**config.mk**
```make
export PLATFORM = sky130hd
export DESIGN_NAME = pipeline_units_4_to_6
export DESIGN_NICKNAME = d
export VERILOG_FILES = /design/src/rtl/pipeline_pkg.sv /design/src/rtl/stage_skid_fifo.sv /design/src/rtl/pipeline_units_4_to_6.sv
export SDC_FILE = /design/constraint.sdc
export NUM_CORES = 1
export LEC_CHECK = 0
export CAP_MARGIN = 20
export CORE_ASPECT_RATIO = 0.6
export CORE_MARGIN = 10
export CORE_UTILIZATION = 60
export CTS_CLUSTER_DIAMETER = 50
export DETAILED_ROUTE_END_ITERATION = 10
export PLACE_DENSITY = 0.89
export RECOVER_POWER = 25
export SYNTH_ARGS = -nofsm -noshare
export SYNTH_HDL_FRONTEND = slang
export SYNTH_SLANG_ARGS = --single-unit
```
**constraint.sdc**
```tcl
create_clock -name clk -period 4.93 [get_ports clk]
set_input_delay 0.986 -clock clk [delete_from_list [all_inputs] [get_ports clk]]
set_output_delay 0.986 -clock clk [all_outputs]
set_load 0.02 [all_outputs]
```
**src/rtl/pipeline_pkg.sv**
```systemverilog
`default_nettype none
// ---------------------------------------------------------------------------
// Module : pipeline_pkg
// Brief  : Shared widths, bundle bit positions and datapath helper for the
//          pipeline units.
// Rev    : 1.0  initial release
// ---------------------------------------------------------------------------
package pipeline_pkg;

   localparam int PKG_DATA_W = 32;

   // Bit positions when flush/valid/stall travel as one bundled vector
   localparam int FLUSH_BIT = 2;
   localparam int VALID_BIT = 1;
   localparam int STALL_BIT = 0;
   localparam int CTRL_W    = 3;

   localparam int PERF_W = 16;

   function automatic logic [PKG_DATA_W-1:0] add_xor(
      input logic [PKG_DATA_W-1:0] data,
      input logic [PKG_DATA_W-1:0] add,
      input logic [PKG_DATA_W-1:0] mask
   );
      return (data + add) ^ mask;
   endfunction

endpackage : pipeline_pkg
`default_nettype wire

```
**src/rtl/stage_skid_fifo.sv**
```systemverilog
`default_nettype none
// ---------------------------------------------------------------------------
// Module : stage_skid_fifo
// Brief  : Pointer-based skid FIFO with occupancy counter; dout is the head.
// Rev    : 1.0  initial release
// ---------------------------------------------------------------------------
module stage_skid_fifo #(
   parameter int DEPTH  = 2,
   parameter int DATA_W = 32
) (
   input  logic              clk,
   input  logic              reset,
   input  logic              flush,
   input  logic [DATA_W-1:0] din,
   input  logic              enq,
   input  logic              deq,
   output logic [DATA_W-1:0] dout,
   output logic              empty,
   output logic              full
);

   localparam int PTR_W = (DEPTH > 1) ? $clog2(DEPTH) : 1;
   localparam int CNT_W = PTR_W + 1;
   localparam logic [CNT_W-1:0] FULL_CNT = CNT_W'(DEPTH);

   logic [DATA_W-1:0] mem [DEPTH];
   logic [PTR_W-1:0]  wr_ptr;
   logic [PTR_W-1:0]  rd_ptr;
   logic [CNT_W-1:0]  count;
   logic              do_enq;
   logic              do_deq;

   assign empty  = (count == '0);
   assign full   = (count == FULL_CNT);
   assign do_enq = enq && !full;
   assign do_deq = deq && !empty;
   assign dout   = mem[rd_ptr];

   // Storage carries no reset; only pointers and count define contents
   always_ff @(posedge clk) begin
      if (do_enq) begin
         mem[wr_ptr] <= din;
      end
   end

   always_ff @(posedge clk or posedge reset) begin
      if (reset) begin
         wr_ptr <= '0;
         rd_ptr <= '0;
         count  <= '0;
      end else if (flush) begin
         wr_ptr <= '0;
         rd_ptr <= '0;
         count  <= '0;
      end else begin
         if (do_enq) begin
            wr_ptr <= wr_ptr + 1'b1;
         end
         if (do_deq) begin
            rd_ptr <= rd_ptr + 1'b1;
         end
         case ({do_enq, do_deq})
            2'b10:   count <= count + 1'b1;
            2'b01:   count <= count - 1'b1;
            default: count <= count;
         endcase
      end
   end

endmodule : stage_skid_fifo
`default_nettype wire

```
**src/rtl/pipeline_units_4_to_6.sv**
```systemverilog
`default_nettype none
// ---------------------------------------------------------------------------
// Module : pipeline_units_4_to_6
// Brief  : Skid FIFO feeding an add stage then an xor stage, valid/flush/stall
//          protocol; PIPELINE_UNITS_4_TO_6_PERF_EN adds perf counters.
// Rev    : 1.0  initial release
// ---------------------------------------------------------------------------
module pipeline_units_4_to_6
   import pipeline_pkg::*;
#(
   parameter int                DATA_W    = PKG_DATA_W,
   parameter int                DEPTH     = 2,
   parameter logic [DATA_W-1:0] ADD_CONST = DATA_W'(1),
   parameter logic [DATA_W-1:0] XOR_MASK  = '0
) (
   input  logic              clk,
   input  logic              reset,
   input  logic              in_flush,
   input  logic [DATA_W-1:0] inputs,
   input  logic              in_valid,
   input  logic              in_stall,
   output logic [DATA_W-1:0] outputs,
   output logic              out_valid,
   output logic              out_flush,
   output logic              out_stall
`ifdef PIPELINE_UNITS_4_TO_6_PERF_EN
   ,
   output logic [PERF_W-1:0] perf_accepted,
   output logic [PERF_W-1:0] perf_stalled
`endif
);

   logic              fifo_empty;
   logic              fifo_full;
   logic [DATA_W-1:0] fifo_dout;
   logic              enq;
   logic              deq;
   logic              a_ready;
   logic              b_ready;
   logic              valid_a;
   logic [DATA_W-1:0] data_a;
   logic [DATA_W-1:0] src;
   logic [DATA_W-1:0] sum_a;
   logic [DATA_W-1:0] mix_b;

   assign b_ready   = !(out_valid && in_stall);
   assign a_ready   = !valid_a || b_ready;
   assign enq       = in_valid && !fifo_full && !(fifo_empty && a_ready);
   assign deq       = !fifo_empty && a_ready;
   assign src       = fifo_empty ? inputs : fifo_dout;
   // Registered FIFO state only: no combinational path from in_stall
   assign out_stall = fifo_full;

   stage_skid_fifo #(
      .DEPTH  (DEPTH),
      .DATA_W (DATA_W)
   ) u_fifo (
      .clk   (clk),
      .reset (reset),
      .flush (in_flush),
      .din   (inputs),
      .enq   (enq),
      .deq   (deq),
      .dout  (fifo_dout),
      .empty (fifo_empty),
      .full  (fifo_full)
   );

   generate
      if (DATA_W == PKG_DATA_W) begin : g_pkg_datapath
         assign sum_a = add_xor(src, ADD_CONST, '0);
         assign mix_b = add_xor(data_a, '0, XOR_MASK);
      end else begin : g_local_datapath
         assign sum_a = src + ADD_CONST;
         assign mix_b = data_a ^ XOR_MASK;
      end
   endgenerate

   always_ff @(posedge clk or posedge reset) begin
      if (reset) begin
         valid_a   <= 1'b0;
         data_a    <= '0;
         out_valid <= 1'b0;
         outputs   <= '0;
         out_flush <= 1'b0;
      end else if (in_flush) begin
         valid_a   <= 1'b0;
         data_a    <= '0;
         out_valid <= 1'b0;
         outputs   <= '0;
         out_flush <= 1'b1;
      end else begin
         out_flush <= 1'b0;
         if (a_ready) begin
            valid_a <= fifo_empty ? in_valid : 1'b1;
            data_a  <= sum_a;
         end
         if (b_ready) begin
            out_valid <= valid_a;
            if (valid_a) begin
               outputs <= mix_b;
            end
         end
      end
   end

`ifdef PIPELINE_UNITS_4_TO_6_PERF_EN
   localparam logic [PERF_W-1:0] PERF_MAX = '1;

   logic accept_now;
   assign accept_now = in_valid && !out_stall && !in_flush;

   // Counters survive flush; only reset clears them
   always_ff @(posedge clk or posedge reset) begin
      if (reset) begin
         perf_accepted <= '0;
         perf_stalled  <= '0;
      end else begin
         if (accept_now && (perf_accepted != PERF_MAX)) begin
            perf_accepted <= perf_accepted + 1'b1;
         end
         if (out_stall && (perf_stalled != PERF_MAX)) begin
            perf_stalled <= perf_stalled + 1'b1;
         end
      end
   end
`endif

endmodule : pipeline_units_4_to_6
`default_nettype wire

```
* Word level (Yosys, flattened, before mapping)
Memory sizes are Yosys's and may differ from the RTL's.
Index checks and enable logic that the tools add are counted.
** Storage, ports and cells
- RAM bits :: 64
- Flip-flop bits (word level) :: 71
- Output and inout port bits :: 35
- Input port bits :: 37
- Memories :: 1
- Word-level logic and storage cells :: 58
- Latch bits :: 0
- Memory bits (read-only) :: 0
** Memory list
- u_fifo.mem :: depth 2, width 32, rd ports 1, clocked after Yosys merged registers in 0, write ports 1, line stage_skid_fifo.sv:26 : logic [DATA_W-1:0] mem [DEPTH];
** Operators by class
- Mux-type cells :: 20
- Shifts and indexed selects :: 0
- Bitwise gates (word level) :: 0
- Magnitude comparators :: 0
- Multipliers :: 0
- Add/sub/neg operators :: 5
- Equality and inequality tests :: 4
- Div/mod/pow operators :: 0
- Reductions and logical operators :: 20
** Operator list (count)
- 32-bit 2-to-1 mux :: 6
- 32-bit by 1-bit adder with 32-bit output, second input constant :: 1
- 1-bit 2-to-1 mux :: 12
- 2-bit nonzero test :: 4
- 1-bit logical AND :: 7
- 1-bit zero test :: 5
- 2-bit == test, second input constant :: 2
- 2-bit case mux with 2 select lines :: 1
- 3-bit nonzero test :: 1
- 1-bit adder, second input constant :: 2
- 2-bit by 1-bit adder with 2-bit output, second input constant :: 1
- 2-bit by 1-bit == test with 1-bit output, second input constant :: 1
- 2-bit zero test :: 1
- 2-bit 2-to-1 mux :: 1
- 2-bit inequality test, second input constant :: 1
- 2-bit AND reduction :: 1
- 2-bit by 1-bit subtractor with 2-bit output, second input constant :: 1
- 1-bit logical OR :: 1

* Depth between registers and ports, before layout
- Depth in word-level cells :: 10
- Gate-level depth with buffers :: 13
- Gate-level depth less buffers :: 11

* Hierarchy
Synthesis repeated with hierarchy kept, for this count alone.
** Second synthesis, totals
- Cell total of the unflattened synthesis :: 539
- Area total of the unflattened synthesis :: 6477.5 µm²
** By module, submodules not included
- pipeline_units_4_to_6 :: cells each 413, area an instance 3940.0 µm², times used 1, sequential area each 1676.6 µm²
- stage_skid_fifo :: cells each 126, area an instance 2537.4 µm², times used 1, sequential area each 2021.9 µm²

* Worst setup path after synthesis
OpenSTA, ideal clock, no wires.
- Kind :: input to register
- From :: in in_stall
- To :: mem u_fifo.mem[0][0], enable pin
- Stages :: 4
- Data required time :: 4509 ps
- Arrival :: 2782 ps
- Slack :: 1727 ps
- Setup time :: 421 ps
- Buffers on the path :: 0
- Cells stage by stage :: nand3_1 > nor2_1 > o21ai_0 > nor2_1
** Between the ends
- Longest elaborated chain between the ends :: 9
** Ends and longest elaborated chain
- start, declared :: line pipeline_units_4_to_6.sv:21 : input logic in_stall,
- 1-bit logical AND :: line pipeline_units_4_to_6.sv:46 : assign b_ready = !(out_valid && in_stall);
- 1-bit zero test :: line pipeline_units_4_to_6.sv:46
- 1-bit logical OR :: line pipeline_units_4_to_6.sv:47 : assign a_ready = !valid_a || b_ready;
- 1-bit logical AND :: line pipeline_units_4_to_6.sv:48 : assign enq = in_valid && !fifo_full && !(fifo_empty && a_ready);
- 1-bit zero test :: line pipeline_units_4_to_6.sv:48
- 1-bit logical AND :: line pipeline_units_4_to_6.sv:48
- 1-bit logical AND :: line stage_skid_fifo.sv:35 : assign do_enq = enq && !full;
- 1-bit 2-to-1 mux :: line stage_skid_fifo.sv:41 : if (do_enq) begin
- 1-bit 2-to-1 mux (implied by the code) :: line stage_skid_fifo.sv:42 : mem[wr_ptr] <= din;
- end, declared :: line stage_skid_fifo.sv:26
No other way between the ends.

* Worst setup path after layout
- From :: reg u_fifo.count[1]
- To :: reg data_a[27]
** Between the ends
- Longest elaborated chain between the ends :: 5
** Ends and longest elaborated chain
- start, declared :: line stage_skid_fifo.sv:29 : logic [CNT_W-1:0] count;
- start signal, assigned :: line stage_skid_fifo.sv:63 : 2'b10: count <= count + 1'b1;
- start signal, assigned :: line stage_skid_fifo.sv:64 : 2'b01: count <= count - 1'b1;
- start signal, assigned :: line stage_skid_fifo.sv:65 : default: count <= count;
- 2-bit zero test :: line stage_skid_fifo.sv:33 : assign empty = (count == '0);
- 32-bit 2-to-1 mux :: line pipeline_units_4_to_6.sv:50 : assign src = fifo_empty ? inputs : fifo_dout;
- 32-bit by 1-bit adder with 32-bit output :: line pipeline_pkg.sv:25 : return (data + add) ^ mask;
- 32-bit 2-to-1 mux :: line pipeline_units_4_to_6.sv:94 : if (a_ready) begin
- 32-bit 2-to-1 mux :: line pipeline_units_4_to_6.sv:86 : end else if (in_flush) begin
- end signal, assigned :: line pipeline_units_4_to_6.sv:96 : data_a <= sum_a;
- end, declared :: line pipeline_units_4_to_6.sv:41 : logic [DATA_W-1:0] data_a;
No other way between the ends. The select of a mux whose other input is x is not followed.
A chain may end at the register's enable or synchronous reset.

==> qor.csv <==
stage;metric;value;unit
outcome;result of the run;finished with violations;
outcome;failing checks;capacitance limit, slew limit;
die;Starting Density;61.5;%
worst_setup_path;CP Cell Sequence;or2_1 > buf_4 > mux2i_1 > nor4_4 > nand4_2 > nor4_1 > xor2_1 > a211oi_1;
global_route;initial antenna violation count;0;
synth;post-synth top area share;31.6;%
sta;fin crit period;3640;ps
sta;Fin Setup TNS;0;ps
worst_setup_path;CP max-delay cell;nor4_1;
synth;Yosys Warn Count;0;
placed_design;port bufs;71;
final_layout;commonest non-fill, non-tap cells in the layout;dfrtp_1, edfxtp_1, nor2_1;
clocking;CTS Hold Buffers Added;0;
sta;Final setup viols;0;
placed_design;total placed instance area;0.00691;mm²
sta;final hold vios;0;
clocking;PostCTS Resize Cnt;0;
clocking;Worst-Skew Late Latency;420;ps
placed_design;Final HPWL DP;9310;µm
synth;top post-synthesis cells by area;edfxtp_1, dfrtp_1, mux2i_1;
routing;via count;4120;
synth;Syn Area/Cell;13.2;µm²
die;Top Ports;72;
pwr;Power Density;353;mW/mm²
synth;flops & latches, synth;135;
routing;# DRC;0;
worst_setup_path;Crit Path Max Fanout;26;
synth;Post-Syn Area;0.00607;mm²
routing;router iterations before antenna repair;6;
final_layout;post-layout util;75.9;%
sta;actual slew at the worst max-slew pin;1630;ps
routing;Detail Route Antenna Nets;0;
routing;WL per Instance;20.6;µm
clocking;CTS sink count;135;
clocking;CTS Buf Count;17;
clocking;postcts setup bufs;0;
synth;Post-Synthesis Cells;460;
synth;syn_nets;498;
clocking;clock buffer depth;2;
die;die width;150;µm
final_layout;Register Area;0.00370;mm²
global_route;GRT overflow;0;
sta;Achievable Freq;275;MHz
final_layout;Area Overhead vs Synth;23.5;%
synth;Yosys top cell by area;edfxtp_1;
sta;Final Max Tran Viols;45;
die;core footprint;0.00988;mm²
worst_setup_path;WP data arrival;3960;ps
routing;Via density;6.06;
worst_setup_path;Setup crit start kind;register;
placed_design;final RePlAce weighted congestion;0.910;
worst_setup_path;CP endpoint kind;register;
clocking;CTS H-tree lvls;4;
final_layout;final instance area;0.00750;mm²
final_layout;fin nets;570;
synth;sequential share of the synthesized area;60.9;%
global_route;first-pass GRT wire length;22800;µm
sta;relative slew slack;-9.09;%
final_layout;area of the multi-input gates;0.00223;mm²
synth;synth unique cells;44;
global_route;GR Util All Layers;19.7;%
routing;WL final;14000;µm
pwr;Max VDD drop;263;µV
sta;skew final;8.74;ps
clocking;clock-pin slew on the worst setup and hold paths;60;ps
clocking;CTS tree;done;
final_layout;antenna diode count;0;
worst_setup_path;WS Path Type;reg -> reg;
routing;Initial DRC Count;443;
final_layout;most common cell after layout, fill and taps aside;dfrtp_1;
worst_setup_path;WP data required;5250;ps
global_route;vias in the first global route;4236;
global_route;largest net degree at the start of global routing;62;
die;DIE AREA;0.0147;mm²
final_layout;post-route insts no fill;680;
min_path;hold crit path type;reg -> reg;
final_layout;Fillers;613;
sta;final worst-path cycle share;73.8;%
final_layout;share of cells above drive strength 1;17.1;%
sta;RSZ-0062 raised after global routing;no;
clocking;CTS root buffer;clkbuf_16;
pwr;Static Leakage;2.85;nW
die;die height;97.9;µm
die;Rows;28;
worst_setup_path;slowest cell delay on critical path;580;ps
flow_run;number of max-cap violations;1;
placed_design;dpl cells;648;
-- Yosys cell counts (all sizes together) --
cell    number
nor2b        1
xnor2       15
o21bai       1
nor3b        2
mux2        25
xor2        18
edfxtp      64
clkbuf      18
and3         1
o31a         1
nand2       21
inv          4
or2          3
and3b        1
buf          9
a211oi      29
a32oi        1
o21ai        8
a21oi        7
o21a         2
ha           1
mux2i       32
nor4b        1
nor2        49
dfrtp       71
nand2b       2
nor3        17
nor4        13
nand3        5
nand4        4
or3          2
a22o        32
-- power breakdown --
| group | total, W | leakage [nW] | internal [W] | switching, W |
|---|---|---|---|---|
| Combinational | 0.000188 | 1.04 | 0.0000779 | 0.000110 |
| Clock | 0.00123 | 0.288 | 0.000755 | 0.000475 |
| Sequential | 0.00123 | 1.52 | 0.00121 | 0.0000189 |
-- registers in the layout (all words and copies together) (netlist names) --
register	count
u_fifo.mem	64
data_a	32
outputs	32
u_fifo.count	2
out_flush	1
out_valid	1
u_fifo.rd_ptr	1
u_fifo.wr_ptr	1
valid_a	1
-- final timing paths --
kind,from,endpoint,slack [ps],cells after the start
worst max-delay path,u_fifo.count[1]$_DFFE_PP0P_,data_a[27]$_DFFE_PP0P_,1290,8
worst min-delay path,data_a[19]$_DFFE_PP0P_,outputs[19]$_DFFE_PP0P_,480,1
worst max register to register,u_fifo.count[1]$_DFFE_PP0P_,data_a[27]$_DFFE_PP0P_,1290,8
worst min register to register,data_a[19]$_DFFE_PP0P_,outputs[19]$_DFFE_PP0P_,480,1
max in group asynchronous,reset,data_a[26]$_DFFE_PP0P_,2240,3
min in group asynchronous,reset,outputs[12]$_DFFE_PP0P_,1520,2
-- final cells by class --
type,instances,share of cell area (%)
tap,135,2.25
clock inverter,9,0.817
multi-input combinational,294,29.7
clock buffer,23,7.07
timing repair buffer,80,10.6
inverter,4,0.200
sequential,135,49.3
-- per-stage QoR --
| stage | hold WS, ps | power, W | setup slack [ps] |
|---|---|---|---|
| 2_1_floorplan | 456 | 0.00135 | 1730 |
| 3_3_place_gp | 476 | 0.00143 | 1300 |
| 3_5_place_dp | 477 | 0.00144 | 1150 |
| 4_1_cts | 487 | 0.00266 | 1370 |
| 5_1_grt | 500 | 0.00273 | 1050 |
| 6_report | 484 | 0.00265 | 1290 |
-- worst max-delay path: cells and delay by family, from the launching register on --
kind	cells	cell delay [ps]
xor+xnor	1	160
compound gates	1	280
simple gates	4	1770
mux	1	270
buf+inv	1	480
flops	1	560
-- cell families after synthesis --
kind of cell,count (synthesis),synth area share [%]
AOI/OAI and AO/OA,81,10.2
xor gates and xnor gates,33,4.76
adders and majority gates,1,0.206
buffers and inverters,31,2.72
DFF,135,60.9
muxes,57,10.0
and+or+nand+nor,122,11.2
-- per-layer routing --
metal | wire length (µm) | global-route usage [%] | vias up | share of wire [%]
li1 | - | - | 1866 | -
met1 | 5930 | 25.7 | 2059 | 42
met2 | 6790 | 30.7 | 173 | 49
met3 | 1020 | 5.44 | 22 | 7.3
met4 | 241 | 7.81 | 0 | 1.7
met5 | 0 | 0 | - | 0
No activity file was read; power rests on OpenSTA's default activity.
